===== config.mk =====
export PLATFORM = sky130hd
export DESIGN_NAME = connect4_board_judge_flat
export DESIGN_NICKNAME = d
export VERILOG_FILES = /design/src/rtl/connect4_board_judge_if.sv /design/src/rtl/connect4_board_judge.sv /design/src/flat_wrapper.sv
export SDC_FILE = /design/constraint.sdc
export NUM_CORES = 1
export LEC_CHECK = 0
export CAP_MARGIN = 40
export CORE_UTILIZATION = 40
export DETAILED_ROUTE_END_ITERATION = 16
export GPL_ROUTABILITY_DRIVEN = 0
export MAX_ROUTING_LAYER = met4
export PLACE_DENSITY = 0.65
export SLEW_MARGIN = 40
export SYNTH_ARGS = -nofsm -noshare
export SYNTH_HDL_FRONTEND = slang
export SYNTH_SLANG_ARGS = --single-unit

===== constraint.sdc =====
create_clock -name clk -period 3.43 [get_ports clk]
set_input_delay 0.8575 -clock clk [delete_from_list [all_inputs] [get_ports clk]]
set_output_delay 0.8575 -clock clk [all_outputs]
set_load 0.01 [all_outputs]

===== src/rtl/connect4_board_judge_if.sv =====
// Drop-request handshake between the column calculator and the board judge.
interface connect4_board_judge_if;
   logic       drop_valid;
   logic [3:0] drop_pos;
   logic       drop_player;
   logic       drop_ready;

   modport master (output drop_valid, output drop_pos, output drop_player, input drop_ready);
   modport slave  (input drop_valid, input drop_pos, input drop_player, output drop_ready);
endinterface


===== src/rtl/connect4_board_judge.sv =====
// 4x4 connect-four judge: validates a drop, records it, scans the 10 win lines
// one per cycle and reports win/draw/continue.
module connect4_board_judge #(
   parameter bit          TURN_ENFORCE = 1'b1,
   parameter int unsigned SCAN_LINES   = 10
) (
   input  logic                  clk,
   input  logic                  rst_n,
   input  logic                  new_game,
   connect4_board_judge_if.slave drop,
   output logic [15:0]           board_p1,
   output logic [15:0]           board_p2,
   output logic                  current_player,
   output logic                  busy,
   output logic                  result_valid,
   output logic [1:0]            winner,
   output logic                  move_error
);

   typedef enum logic [1:0] {S_IDLE, S_CHECK, S_REPORT, S_OVER} state_t;

   localparam logic [3:0] LAST_LINE = 4'(SCAN_LINES - 1);

   state_t      r_state, w_state_nxt;
   logic [15:0] r_board_p1, w_board_p1_nxt;
   logic [15:0] r_board_p2, w_board_p2_nxt;
   logic        r_cur, w_cur_nxt;
   logic        r_mover, w_mover_nxt;
   logic [3:0]  r_line_idx, w_line_idx_nxt;
   logic        r_win, w_win_nxt;
   logic [1:0]  r_winner, w_winner_nxt;
   logic        r_move_error, w_move_error_nxt;

   logic [15:0] w_occ;
   logic [15:0] w_cell;
   logic [15:0] w_mask;
   logic [15:0] w_mover_bd;
   logic        w_win_now;
   logic        w_legal;

   // Rows 0-3, columns 4-7, then the two diagonals.
   function automatic logic [15:0] line_mask(input logic [3:0] idx);
      case (idx)
         4'd0:    line_mask = 16'h000F;
         4'd1:    line_mask = 16'h00F0;
         4'd2:    line_mask = 16'h0F00;
         4'd3:    line_mask = 16'hF000;
         4'd4:    line_mask = 16'h1111;
         4'd5:    line_mask = 16'h2222;
         4'd6:    line_mask = 16'h4444;
         4'd7:    line_mask = 16'h8888;
         4'd8:    line_mask = 16'h8421;
         4'd9:    line_mask = 16'h1248;
         default: line_mask = '0;
      endcase
   endfunction

   assign w_occ      = r_board_p1 | r_board_p2;
   assign w_cell     = 16'(1) << drop.drop_pos;
   assign w_mask     = line_mask(r_line_idx);
   assign w_mover_bd = r_mover ? r_board_p2 : r_board_p1;
   assign w_win_now  = r_win | ((w_mover_bd & w_mask) == w_mask);

   // Gravity: bottom row, or the cell directly below is already taken.
   assign w_legal = ((w_occ & w_cell) == '0)
                 && ((drop.drop_pos < 4'd4) || ((w_occ & (w_cell >> 4)) != '0))
                 && (!TURN_ENFORCE || (drop.drop_player == r_cur));

   always_comb begin
      w_state_nxt      = r_state;
      w_board_p1_nxt   = r_board_p1;
      w_board_p2_nxt   = r_board_p2;
      w_cur_nxt        = r_cur;
      w_mover_nxt      = r_mover;
      w_line_idx_nxt   = r_line_idx;
      w_win_nxt        = r_win;
      w_winner_nxt     = r_winner;
      w_move_error_nxt = 1'b0;
      drop.drop_ready  = 1'b0;
      busy             = 1'b0;
      result_valid     = 1'b0;

      case (r_state)
         S_IDLE: begin
            drop.drop_ready = 1'b1;
            if (drop.drop_valid) begin
               if (w_legal) begin
                  if (drop.drop_player) w_board_p2_nxt = r_board_p2 | w_cell;
                  else                  w_board_p1_nxt = r_board_p1 | w_cell;
                  w_mover_nxt    = drop.drop_player;
                  w_cur_nxt      = ~r_cur;
                  w_line_idx_nxt = '0;
                  w_win_nxt      = 1'b0;
                  w_state_nxt    = S_CHECK;
               end else begin
                  w_move_error_nxt = 1'b1;
               end
            end
         end
         S_CHECK: begin
            busy      = 1'b1;
            w_win_nxt = w_win_now;
            if (r_line_idx == LAST_LINE) begin
               // Result is resolved on the last scan edge so REPORT shows it directly.
               w_line_idx_nxt = '0;
               w_state_nxt    = S_REPORT;
               if (w_win_now)    w_winner_nxt = r_mover ? 2'b10 : 2'b01;
               else if (&w_occ)  w_winner_nxt = 2'b11;
               else              w_winner_nxt = 2'b00;
            end else begin
               w_line_idx_nxt = r_line_idx + 4'd1;
            end
         end
         S_REPORT: begin
            busy         = 1'b1;
            result_valid = 1'b1;
            w_state_nxt  = (r_winner != 2'b00) ? S_OVER : S_IDLE;
         end
         S_OVER: begin
         end
         default: w_state_nxt = S_IDLE;
      endcase

      if (new_game) begin
         w_state_nxt      = S_IDLE;
         w_board_p1_nxt   = '0;
         w_board_p2_nxt   = '0;
         w_cur_nxt        = 1'b0;
         w_line_idx_nxt   = '0;
         w_win_nxt        = 1'b0;
         w_winner_nxt     = 2'b00;
         w_move_error_nxt = 1'b0;
      end
   end

   always_ff @(posedge clk or negedge rst_n) begin
      if (!rst_n) begin
         r_state      <= S_IDLE;
         r_board_p1   <= '0;
         r_board_p2   <= '0;
         r_cur        <= 1'b0;
         r_mover      <= 1'b0;
         r_line_idx   <= '0;
         r_win        <= 1'b0;
         r_winner     <= 2'b00;
         r_move_error <= 1'b0;
      end else begin
         r_state      <= w_state_nxt;
         r_board_p1   <= w_board_p1_nxt;
         r_board_p2   <= w_board_p2_nxt;
         r_cur        <= w_cur_nxt;
         r_mover      <= w_mover_nxt;
         r_line_idx   <= w_line_idx_nxt;
         r_win        <= w_win_nxt;
         r_winner     <= w_winner_nxt;
         r_move_error <= w_move_error_nxt;
      end
   end

   assign board_p1       = r_board_p1;
   assign board_p2       = r_board_p2;
   assign current_player = r_cur;
   assign winner         = r_winner;
   assign move_error     = r_move_error;

endmodule


===== src/flat_wrapper.sv =====
// flat-port wrapper written by rule: the top's interface ports become plain ports
module connect4_board_judge_flat 
#(
   parameter bit          TURN_ENFORCE = 1'b1,
   parameter int unsigned SCAN_LINES   = 10
)
  (clk, rst_n, new_game, board_p1, board_p2, current_player, busy, result_valid, winner, move_error, drop_drop_valid, drop_drop_pos, drop_drop_player, drop_drop_ready);
  connect4_board_judge_if drop_i ();
  input  logic clk;
  input  logic rst_n;
  input  logic new_game;
  output logic [15:0] board_p1;
  output logic [15:0] board_p2;
  output logic current_player;
  output logic busy;
  output logic result_valid;
  output logic [1:0] winner;
  output logic move_error;
  input wire logic [$bits(drop_i.drop_valid)-1:0] drop_drop_valid;
  input wire logic [$bits(drop_i.drop_pos)-1:0] drop_drop_pos;
  input wire logic [$bits(drop_i.drop_player)-1:0] drop_drop_player;
  output wire logic [$bits(drop_i.drop_ready)-1:0] drop_drop_ready;
  assign drop_i.drop_valid = drop_drop_valid;
  assign drop_i.drop_pos = drop_drop_pos;
  assign drop_i.drop_player = drop_drop_player;
  assign drop_drop_ready = drop_i.drop_ready;
  connect4_board_judge #(.TURN_ENFORCE(TURN_ENFORCE), .SCAN_LINES(SCAN_LINES)) u_core (.clk(clk), .rst_n(rst_n), .new_game(new_game), .drop(drop_i), .board_p1(board_p1), .board_p2(board_p2), .current_player(current_player), .busy(busy), .result_valid(result_valid), .winner(winner), .move_error(move_error));
endmodule

==> summary.log <==
qor: status.status complete, no violations
qor: setup_path.timing.critical_path.to_type register
qor: sta.drv_slew 0
qor: grt.grt_util_met2 35.8%
qor: sta.layout_worst_path_cycle_share 95.7%
qor: power_and_ir_drop.ir_drop 155 uV
qor: clock_tree.htree_num_levels 2
qor: power_and_ir_drop.switching_pwr 0.286 mW
qor: clock_tree.cts.sinks 44
qor: synth.post_synth_edffs 0
qor: clock_tree.postCtsSetupRepairBufs 0
qor: synth.yosys_warnings 0
qor: floorplan.rows 30
qor: setup_path.timing.critical_path.slowest_cell_delay 620 ps
qor: detailed_routing.route.detailed.vias_per_inst 6.02
qor: placed_design.post-dp-hpwl 6120 um
qor: grt.gr-max-usage-layer met2
qor: detailed_routing.drt_first_iter_violations 249
qor: sta.rsz0062_at_grt false
qor: setup_path.cp_slowest_cell clkdlybuf4s50_1
qor: synth.dominantRegCellSynth dfrtp_1
qor: synth.postSynthAreaPerCell 9.81 um^2
qor: synth.ys_ff_latch 44
qor: power_and_ir_drop.power.share.switching 26.1%
qor: setup_path.critical_path_peak_fanout 10
qor: synth.synth_top_cell_by_area dfrtp_1
qor: setup_path.reg2reg_slack 800 ps
qor: clock_tree.clk-insertion-delay-late 300 ps
qor: clock_tree.tritoncts.num_buffers 5
qor: grt.use_met1 34.4%
qor: flow_run.timing.max_cap.violations 0
qor: sta.setup-tns-final 0 ps
qor: grt.overflow 0
qor: power_and_ir_drop.pwr_density_cell 290 mW/mm^2
qor: setup_path.critical_path.startpoint_type primary input
qor: clock_tree.total_of_cells_resized_after_clock_tree_synthesis 0
qor: setup_path.timing_worst_setup_path_type in -> reg
qor: floorplan.fp.coreArea 0.00687 mm^2
qor: detailed_routing.routed-via-count 2,776
qor: layout.final_layout_size_suffix_gt1_share 18.9%
qor: synth.yosys.area.top_type_share 38.2%
qor: synth.mappedNetlistNets 306
qor: setup_path.critical_path.top_delay_family simple AND/OR/NAND/NOR gates
qor: layout.fin_nets 376
qor: clock_tree.root_buffer clkbuf_8
qor: layout.antennaDiodeCount 0
qor: clock_tree.cts.path.max_buffers 2
qor: floorplan.floorplan.initialDensity 42.0%
qor: grt.gr-usage-met3 3.41%
qor: placed_design.placedCellCount 453
qor: power_and_ir_drop.clock_power_share 36.6%
qor: detailed_routing.drt_drc_violations_left 0
qor: sta.post-route-min-period 3280 ps
qor: placed_design.buffer_ports.inserted 47
qor: detailed_routing.final_antenna_net_count 0
qor: detailed_routing.drt_wl_cell 18.3 um
qor: power_and_ir_drop.intPower 0.811 mW
qor: clock_tree.clkSlewWorstSetupHoldPaths 90 ps
qor: clock_tree.cts_tree done
qor: sta.timing.clock.skew 6.00 ps
qor: grt.via_count_of_the_first_global_routing_pass 2,621
qor: placed_design.placed_area 0.00367 mm^2
qor: sta.slew_headroom 55.1%
qor: sta.worst_slack 149 ps
qor: setup_path.critical_path.most_common_cell buf_4
qor: grt.grt_antenna_before_repair 0
qor: sta.slew_worst_pin 674 ps
qor: synth.yosys_cell_types 60
qor: synth.synth.area.top_cells dfrtp_1, o2bb2ai_1, o2bb2ai_2
qor: setup_path.critical_path_required_time 3660 ps
qor: min_path.worstHoldPathType in -> async
qor: floorplan.floorplan.io_pins 48
qor: setup_path.path_cells clkdlybuf4s50_1 -> buf_4 -> or4bb_1 -> o22ai_1 -> nor4_1 -> a211o_1 -> or4_1 -> buf_4 -> o2bb2ai_1
qor: grt.track_usage 24.3%
qor: detailed_routing.totalWireLength 8450 um
qor: power_and_ir_drop.power.sequential.fraction 50.7%
qor: floorplan.die_width 86.9 um
qor: floorplan.design.die.area 0.00755 mm^2
qor: placed_design.place_ws -131 ps
qor: sta.final_setup_violation_count 0
qor: synth.syn_area 0.00288 mm^2
qor: clock_tree.cts_hold_repair.buffers 0
qor: power_and_ir_drop.leakage_power 1.46 nW
qor: grt.first_pass_grt_wire_length 13,600 um
qor: setup_path.worst-endpoint-arrival 3510 ps
qor: detailed_routing.drt-pass1-iter-count 5
qor: synth.synthCells 294
qor: setup_path.critical_path.n_buffers_inverters 3
qor: floorplan.floorplan.die.height 86.9 um
qor: synth.asyncSetResetFlopFracSynth 100%
qor: power_and_ir_drop.power.share.combinational 12.7%
qor: sta.final_hold_viol_count 0
qor: synth.synth_sequential_area_ratio 38.2%
qor: layout.postLayoutCellArea 0.00379 mm^2
qor: grt.grt_max_degree 45
qor: layout.final_core_util 55.1%
qor: layout.areaGrowthSynthToFinish 31.3%
qor: layout.post_layout_nonfiller_instances 461
qor: sta.fmax 0.305 GHz
## per-layer routing
| metal | vias to the layer above | wire length (um) |
|---|---|---|
| met2 | 122 | 3800 |
| met5 | - | 0 |
| met4 | 0 | 144 |
| met3 | 13 | 545 |
| met1 | 1344 | 3970 |
| li1 | 1297 | - |
## Yosys cell counts (all sizes together) (2+ instances only)
master / count
a211o: 2
a211oi: 7
a21oi: 10
a31o: 2
a31oi: 2
a32oi: 2
and3: 3
buf: 7
clkbuf: 13
dfrtp: 44
ha: 3
inv: 7
mux2: 2
mux2i: 11
mux4: 2
nand2: 16
nand2b: 5
nand3: 9
nand4: 3
nand4b: 4
nand4bb: 3
nor2: 28
nor2b: 4
nor3: 2
nor4: 4
o211ai: 9
o21ai: 12
o21bai: 2
o22ai: 12
o2bb2ai: 33
or3: 2
or4: 4
or4b: 4
or4bb: 3
## through the flow
stage | hold slack, ps | power (mW)
floorplan | 525 | 0.638
global placement | 525 | 0.704
detailed placement | 525 | 0.706
CTS | 549 | 1.11
global route | 571 | 1.14
finish | 537 | 1.10
## worst register-to-register path, delay by kind of cell, from the launching register on
family / cells / cell delay (ps)
compound gates: 3 / 520
buf+inv: 1 / 210
flops: 1 / 450
simple gates: 3 / 1360
## cell type report
type	count	area, um^2
Timing Repair Buffer	83	768
Fill cell	613	3080
Multi-Input combinational cell	223	1660
Clock inverter	3	42.5
Clock buffer	5	68.8
Sequential cell	44	1100
Inverter	7	26.3
Tap cell	96	120
## path summary, 6_finish.rpt
path,from,depth (start not counted),end
min in group clk,u_core.board_p1[13],1,u_core.board_p1[13]
max in group asynchronous,rst_n,1,u_core.r_mover
max reg2reg,u_core.board_p2[1],7,u_core.board_p1[1]
min reg2reg,u_core.board_p1[13],1,u_core.board_p1[13]
min,rst_n,1,u_core.board_p2[4]
max,drop_drop_pos[2],9,u_core.board_p1[1]
## layout by cell type (no fill, tap or decap), types with 3 or more instances in the layout
cell type / Yosys / layout
nand3_1: 9 / 9
inv_1: 6 / 6
buf_4: 1 / 35
clkbuf_8: 0 / 5
nand2b_1: 5 / 5
o21ai_0: 12 / 12
a211oi_1: 6 / 6
clkdlybuf4s50_1: 0 / 44
nand4bb_1: 3 / 3
dfrtp_1: 44 / 43
nand2_1: 16 / 16
and3_1: 3 / 3
nor2b_1: 4 / 4
o2bb2ai_1: 23 / 23
o211ai_1: 9 / 9
nand4_1: 3 / 3
nand4b_1: 3 / 3
nor2_1: 28 / 28
ha_1: 3 / 3
or4bb_1: 3 / 3
or4b_2: 3 / 3
o22ai_1: 12 / 12
nor4_1: 4 / 4
a21oi_1: 10 / 10
or4_1: 4 / 4
o2bb2ai_2: 10 / 10
mux2i_1: 11 / 11
## registers in the layout, summed over array words and instances, names as in the netlist
signal                 cells
u_core.board_p1           16
u_core.board_p2           16
u_core.current_player      1
u_core.move_error          1
u_core.r_line_idx          4
u_core.r_mover             1
u_core.r_state             2
u_core.r_win               1
u_core.winner              2
## logic make-up (layout without fill, tap and decap cells)
logic type,Yosys count,count (layout),synth area share (%)
multiplexers,15,15,6.16
AO/OA/AOI/OAI,104,104,29.3
AND/OR/NAND/NOR,99,99,20.2
adder cells (fa/ha/maj),3,3,1.30
XOR/XNOR,2,2,0.607
flip-flops,44,44,38.2
buffers and inverters,27,98,4.29
## power by group through the flow
stage | clock, mW | sequential [mW] | combinational (mW)
5_1_grt | 0.434 | 0.560 | 0.150
6_report | 0.401 | 0.557 | 0.139
4_1_cts | 0.412 | 0.557 | 0.139
3_3_place_gp | 0 | 0.565 | 0.139
3_5_place_dp | 0 | 0.567 | 0.139
2_1_floorplan | 0 | 0.538 | 0.100
(Power assumes the default switching activity.)
==> RTL change 1: new RTL, config.mk and constraints unchanged <==
Encoding of `state_t`: now Gray code (2 bits for 4 states).
--- a/src/rtl/connect4_board_judge.sv
+++ b/src/rtl/connect4_board_judge.sv
@@ -18,5 +18,5 @@
 );
 
-   typedef enum logic [1:0] {S_IDLE, S_CHECK, S_REPORT, S_OVER} state_t;
+   typedef enum logic [1:0] {S_IDLE = 2'b00, S_CHECK = 2'b01, S_REPORT = 2'b11, S_OVER = 2'b10} state_t;
 
    localparam logic [3:0] LAST_LINE = 4'(SCAN_LINES - 1);
Formal check against the unedited RTL: no difference found for any inputs over 10 cycles, from zero or initial values and one cycle with rst_n low; not proved beyond that.
==> RTL change 1 against the unedited design <==
- power increased by 4.2%
- global-route usage increased by 1.2 points
- design area decreased by 4.9%
- wire length increased by 0.56%
- sequential share of layout area increased by 1.5 points
- critical endpoint is now u_core.board_p1[3]
- count of clock-buffer cells in the layout increased by 1
- sequential cell count unchanged
- combinational power increased by 16%
- synthesized area decreased by 3.8%
- setup slack got worse by 3.2 ps
==> RTL change 1: results (changes against the unedited design) <==
PIN_COUNT_OF_THE_BIGGEST_NET_ENTERING_GLOBAL_ROUTING=45  # unchanged
POST_SYNTH_NUM_CELL_TYPES=56  # -6.7%
CRIT_PATH_TOP_DELAY_CELL='sky130_fd_sc_hd__clkdlybuf4s50_1'
POST_SYNTH_MOST_FREQUENT_CELLS='sky130_fd_sc_hd__nor2_1 (66), sky130_fd_sc_hd__dfrtp_1 (44), sky130_fd_sc_hd__a21oi_1 (23)'
DR_WL_MET3_UM=483  # -11%
GLOBALROUTETOTALUTIL_PCT=25.5  # +1.2 points
TRITONCTS.NUM_BUFFERS=5  # unchanged
FIN_SKEW_PS=8.89  # +2.89 ps
GRT_PASS1_VIAS=2640  # +0.72%
SHARE_OF_FLIP_FLOPS_WITH_AN_ASYNCHRONOUS_SET_OR_RESET_PCT=100  # unchanged
YS_SEQ_AREA_SHARE_PCT=39.7  # +1.5 points
POWER.IR.VDD_WORST_mV=0.182  # +18%
WIRE_LENGTH_OF_THE_FIRST_GLOBAL_ROUTING_PASS_UM=14100  # +4.0%
FILLERS=609  # -0.65%
WL_MET1_UM=4010  # +0.98%
CRITICAL_PATH_PEAK_FANOUT=11  # +1
NUM_ANTENNA_CELLS=0  # unchanged
FIRSTDRTPASSITERS=4  # -1
WL_PER_CELL_UM=18.9  # +3.2%
TIMING_WORST_SLEW_PIN_VALUE_PS=676  # +1.94 ps
DRT-VIAS-PER-INSTANCE=6.23  # +3.4%
SYNTH.TOP_CELLS.BY_AREA='sky130_fd_sc_hd__dfrtp_1 (40%), sky130_fd_sc_hd__nor2_1 (8.9%), sky130_fd_sc_hd__o2bb2ai_1 (5.1%)'
SYNTH_FP_NETS=322  # +5.2%
PORT_BUFFERS=47  # unchanged
STATUS='completed'
WORST_SLACK_AFTER_DETAILED_PLACEMENT_PS=-170  # -38.8 ps
MET2ROUTEDLENGTH_UM=3860  # +1.7%
VIAS=2796  # +0.72%
NNETSFINAL=380  # +1.1%
CRITICAL-PATH-MAX-STAGE-DELAY_PS=640  # +20 ps
H_TREE_LEVELS=2  # unchanged
LAYOUT_CELLS_SIZED_ABOVE_1_PCT=14.0  # -4.9 points
SYNTHESIZED_AREA_PER_CELL_UM2=8.86  # -9.7%
DP_HPWL_UM=6140  # +0.27%
POWER.LEAKAGE_uW=0.00141  # -3.2%
DRTITER0DRC=268  # +7.6%
PLACED_CELLS=440  # -2.9%
YS.FLOP_TYPE='sky130_fd_sc_hd__dfrtp_1'
[RTL change 1: changes by cell type after synthesis, sizes merged, moves of 5 or more]
cell,delta
nor2,+38
o2bb2ai,-17
a21oi,+13
o211ai,-9
nor3,+8
o21ai,-8
nand2,-6
nand3,-5
[RTL change 1: path summary, 6_finish.rpt]
path | from | to | slack [ps] | depth (start not counted)
setup / recovery | drop_drop_pos[3] | u_core.board_p1[3] | 150 | 8
hold / removal | rst_n | u_core.board_p1[1] | 540 | 1
setup reg to reg | u_core.board_p2[10] | u_core.board_p1[3] | 780 | 7
hold reg to reg | u_core.board_p2[9] | u_core.board_p2[9] | 560 | 1
max in group asynchronous | rst_n | u_core.board_p1[15] | 2490 | 1
min in group clk | u_core.board_p2[9] | u_core.board_p2[9] | 560 | 1
[RTL change 1: metrics by stage]
stage | hold WS, ps | setup TNS, ps | util, % | instance area, um2
6_report | 543 | 0 | 55.2 | 3600
5_1_grt | 579 | 0 | 55.2 | 3600
4_1_cts | 561 | 0 | 55.0 | 3590
3_5_place_dp | 536 | -3020 | 53.1 | 3470
3_3_place_gp | 531 | -1340 | 53.1 | 3470
2_1_floorplan | 538 | 0 | - | 2770
[RTL change 1: cells by family after synthesis]
family,share of synthesized area [%]
simple gates,26.4
flops,39.7
mux,6.72
compound gates,21.6
xor+xnor,0.632
buf+inv,4.92
[RTL change 1: layout make-up]
class                      count  share of cell area [%]
clock inverter                 2                    1.08
sequential                    44                    30.6
timing repair buffer          77                    20.0
tap                           77                    2.67
inverter                       7                   0.729
multi-input combinational    236                    42.7
clock buffer                   6                    2.29
[RTL change 1: per-layer routing]
metal | track usage (%) | vias to the layer above
met5 | - | -
met4 | 6.67 | 0
met3 | 3.31 | 15
met2 | 38.6 | 121
met1 | 36.2 | 1369
li1 | - | 1291
[RTL change 1: where the power goes]
group | switching, uW | total (uW) | internal, uW | leakage (uW)
combinational | 83.1 | 161 | 77.7 | 0.000739
clock | 193 | 432 | 239 | 0.0000614
sequential | 27.0 | 551 | 524 | 0.000611
total | 303 | 1140 | 840 | 0.00141
[RTL change 1: timing repair]
action | CTS | global route
endpoints found under the setup margin | 0 | 4
resized for setup | 0 | 1
setup buffers | 0 | 1
==> RTL change 2: new RTL, config.mk and constraints unchanged <==
Without the edit above. `TURN_ENFORCE` is set to 1'b1 in 2 places; all go to 1'b0.
--- a/src/rtl/connect4_board_judge.sv
+++ b/src/rtl/connect4_board_judge.sv
@@ -2,5 +2,5 @@
 // one per cycle and reports win/draw/continue.
 module connect4_board_judge #(
-   parameter bit          TURN_ENFORCE = 1'b1,
+   parameter bit          TURN_ENFORCE = 1'b0,
    parameter int unsigned SCAN_LINES   = 10
 ) (
--- a/src/flat_wrapper.sv
+++ b/src/flat_wrapper.sv
@@ -2,5 +2,5 @@
 module connect4_board_judge_flat 
 #(
-   parameter bit          TURN_ENFORCE = 1'b1,
+   parameter bit          TURN_ENFORCE = 1'b0,
    parameter int unsigned SCAN_LINES   = 10
 )
Behaviour: not the same (a bounded check fails within 4 cycles, from zero or initial values and one cycle with rst_n low).
==> RTL change 2 against the unedited design <==
- final cell count increased by 7.6%
- die area decreased by 1.4%
- wire length decreased by 2.3%
- setup slack got worse by 17 ps
- critical path depth increased by 3
- register-to-register slack improved by 50 ps
- synthesized area decreased by 1.5%
- sequential cell count unchanged
- design area decreased by 1.1%
- critical path type unchanged
- critical endpoint is now u_core.r_state[0]
Power is not compared: it rests on default switching activity, and its combinational part moved more than twofold at a synthesized area within 25%.
==> RTL change 2: results (changes against the unedited design) <==
STATUS='completed'
GLOBALROUTETOTALUTIL_PCT=23.3  # -1.0 points
POST_SYNTH_MOST_FREQUENT_CELLS='sky130_fd_sc_hd__nor2_1 (54), sky130_fd_sc_hd__dfrtp_1 (44), sky130_fd_sc_hd__o22ai_1 (26)'
DRTITER0DRC=161  # -35%
LAYOUT_CELLS_SIZED_ABOVE_1_PCT=16.0  # -2.9 points
CRITICAL-PATH-MAX-STAGE-DELAY_PS=670  # +50 ps
TIMING_WORST_SLEW_PIN_VALUE_PS=773  # +99.6 ps
HOLD-WORST-SLACK_PS=544  # +7.75 ps
GRT_PASS1_VIAS=2603  # -0.69%
FILLERS=673  # +9.8%
NNETSFINAL=411  # +9.3%
SYNTH.TOP_CELLS.BY_AREA='sky130_fd_sc_hd__dfrtp_1 (39%), sky130_fd_sc_hd__nor2_1 (7.1%), sky130_fd_sc_hd__mux2i_1 (6.3%)'
CRITPATHARRIVALTIME_PS=3530  # +20 ps
FIN_SKEW_PS=10.2  # +4.25 ps
REG2REG_SETUP_SLACK_PS=850  # +50 ps
SYN-INSTANCE-COUNT=325  # +11%
SYNTH_FP_NETS=337  # +10%
PORT_BUFFERS=47  # unchanged
WIRE_LENGTH_OF_THE_FIRST_GLOBAL_ROUTING_PASS_UM=13000  # -4.0%
POST_SYNTH_NUM_CELL_TYPES=56  # -6.7%
CTS_RESIZED=0  # unchanged
FINAL_UTIL_PCT=54.8  # -0.30 points
CRIT_FAMILY='buffers and inverters'
DETAILED_PLACE.AREA_UM2=3630  # -1.2%
WL_PER_CELL_UM=16.6  # -9.2%
FIRSTDRTPASSITERS=4  # -1
DP_HPWL_UM=6160  # +0.72%
POSTROUTEWIRELENGTH_UM=8260  # -2.3%
WORST_SLACK_AFTER_DETAILED_PLACEMENT_PS=-193  # -61.4 ps
PLACED_CELLS=487  # +7.5%
REGTOREGENDPOINT='u_core.winner[0]'
## RTL change 2: cell types whose count changed after synthesis, sizes merged, moves of 8 or more
cell and change:
inv +16, nor2 +26, a21oi +10, o2bb2ai -33, o211ai -8, o22ai +15
## RTL change 2: power by group
part	total, uW	switching (uW)	leakage (uW)	internal (uW)
clock	398	182	0.0000541	216
combinational	446	222	0.000834	224
sequential	619	76.9	0.000610	542
## RTL change 2: per-layer routing
metal | vias up | track usage (%) | wire (um) | part of all wire [%]
li1 | 1333 | - | - | -
met1 | 1356 | 31.6 | 3800 | 46
met2 | 92 | 36.1 | 3870 | 47
met3 | 16 | 3.81 | 458 | 5.5
met4 | 0 | 6.67 | 131 | 1.6
met5 | - | - | 0 | 0
## RTL change 2: worst min-delay path by stage
| stage | start | cells after the start | end |
|---|---|---|---|
| 2_1_floorplan | u_core.r_win | 1 | u_core.r_win |
| 3_3_place_gp | u_core.r_win | 1 | u_core.r_win |
| 3_5_place_dp | u_core.r_win | 1 | u_core.r_win |
| 4_1_cts | u_core.r_win | 1 | u_core.r_win |
| 5_1_grt | u_core.winner[1] | 1 | u_core.winner[1] |
| 6_report | u_core.winner[1] | 1 | u_core.winner[1] |
## RTL change 2: area by class of cell
cell class / instances / area share, %
multi-input combinational: 237 / 41.5
inverter: 24 / 2.40
tap: 96 / 3.21
clock buffer: 5 / 1.84
clock inverter: 3 / 1.14
sequential: 44 / 29.4
timing repair buffer: 87 / 20.5
## RTL change 2: kinds of logic after synthesis
group	count (synthesis)	synth area share [%]
mux	21	7.53
flops	44	38.7
buf+inv	44	6.52
compound gates	85	19.8
fa+ha+maj	3	1.32
xor+xnor	2	0.617
simple gates	126	25.5
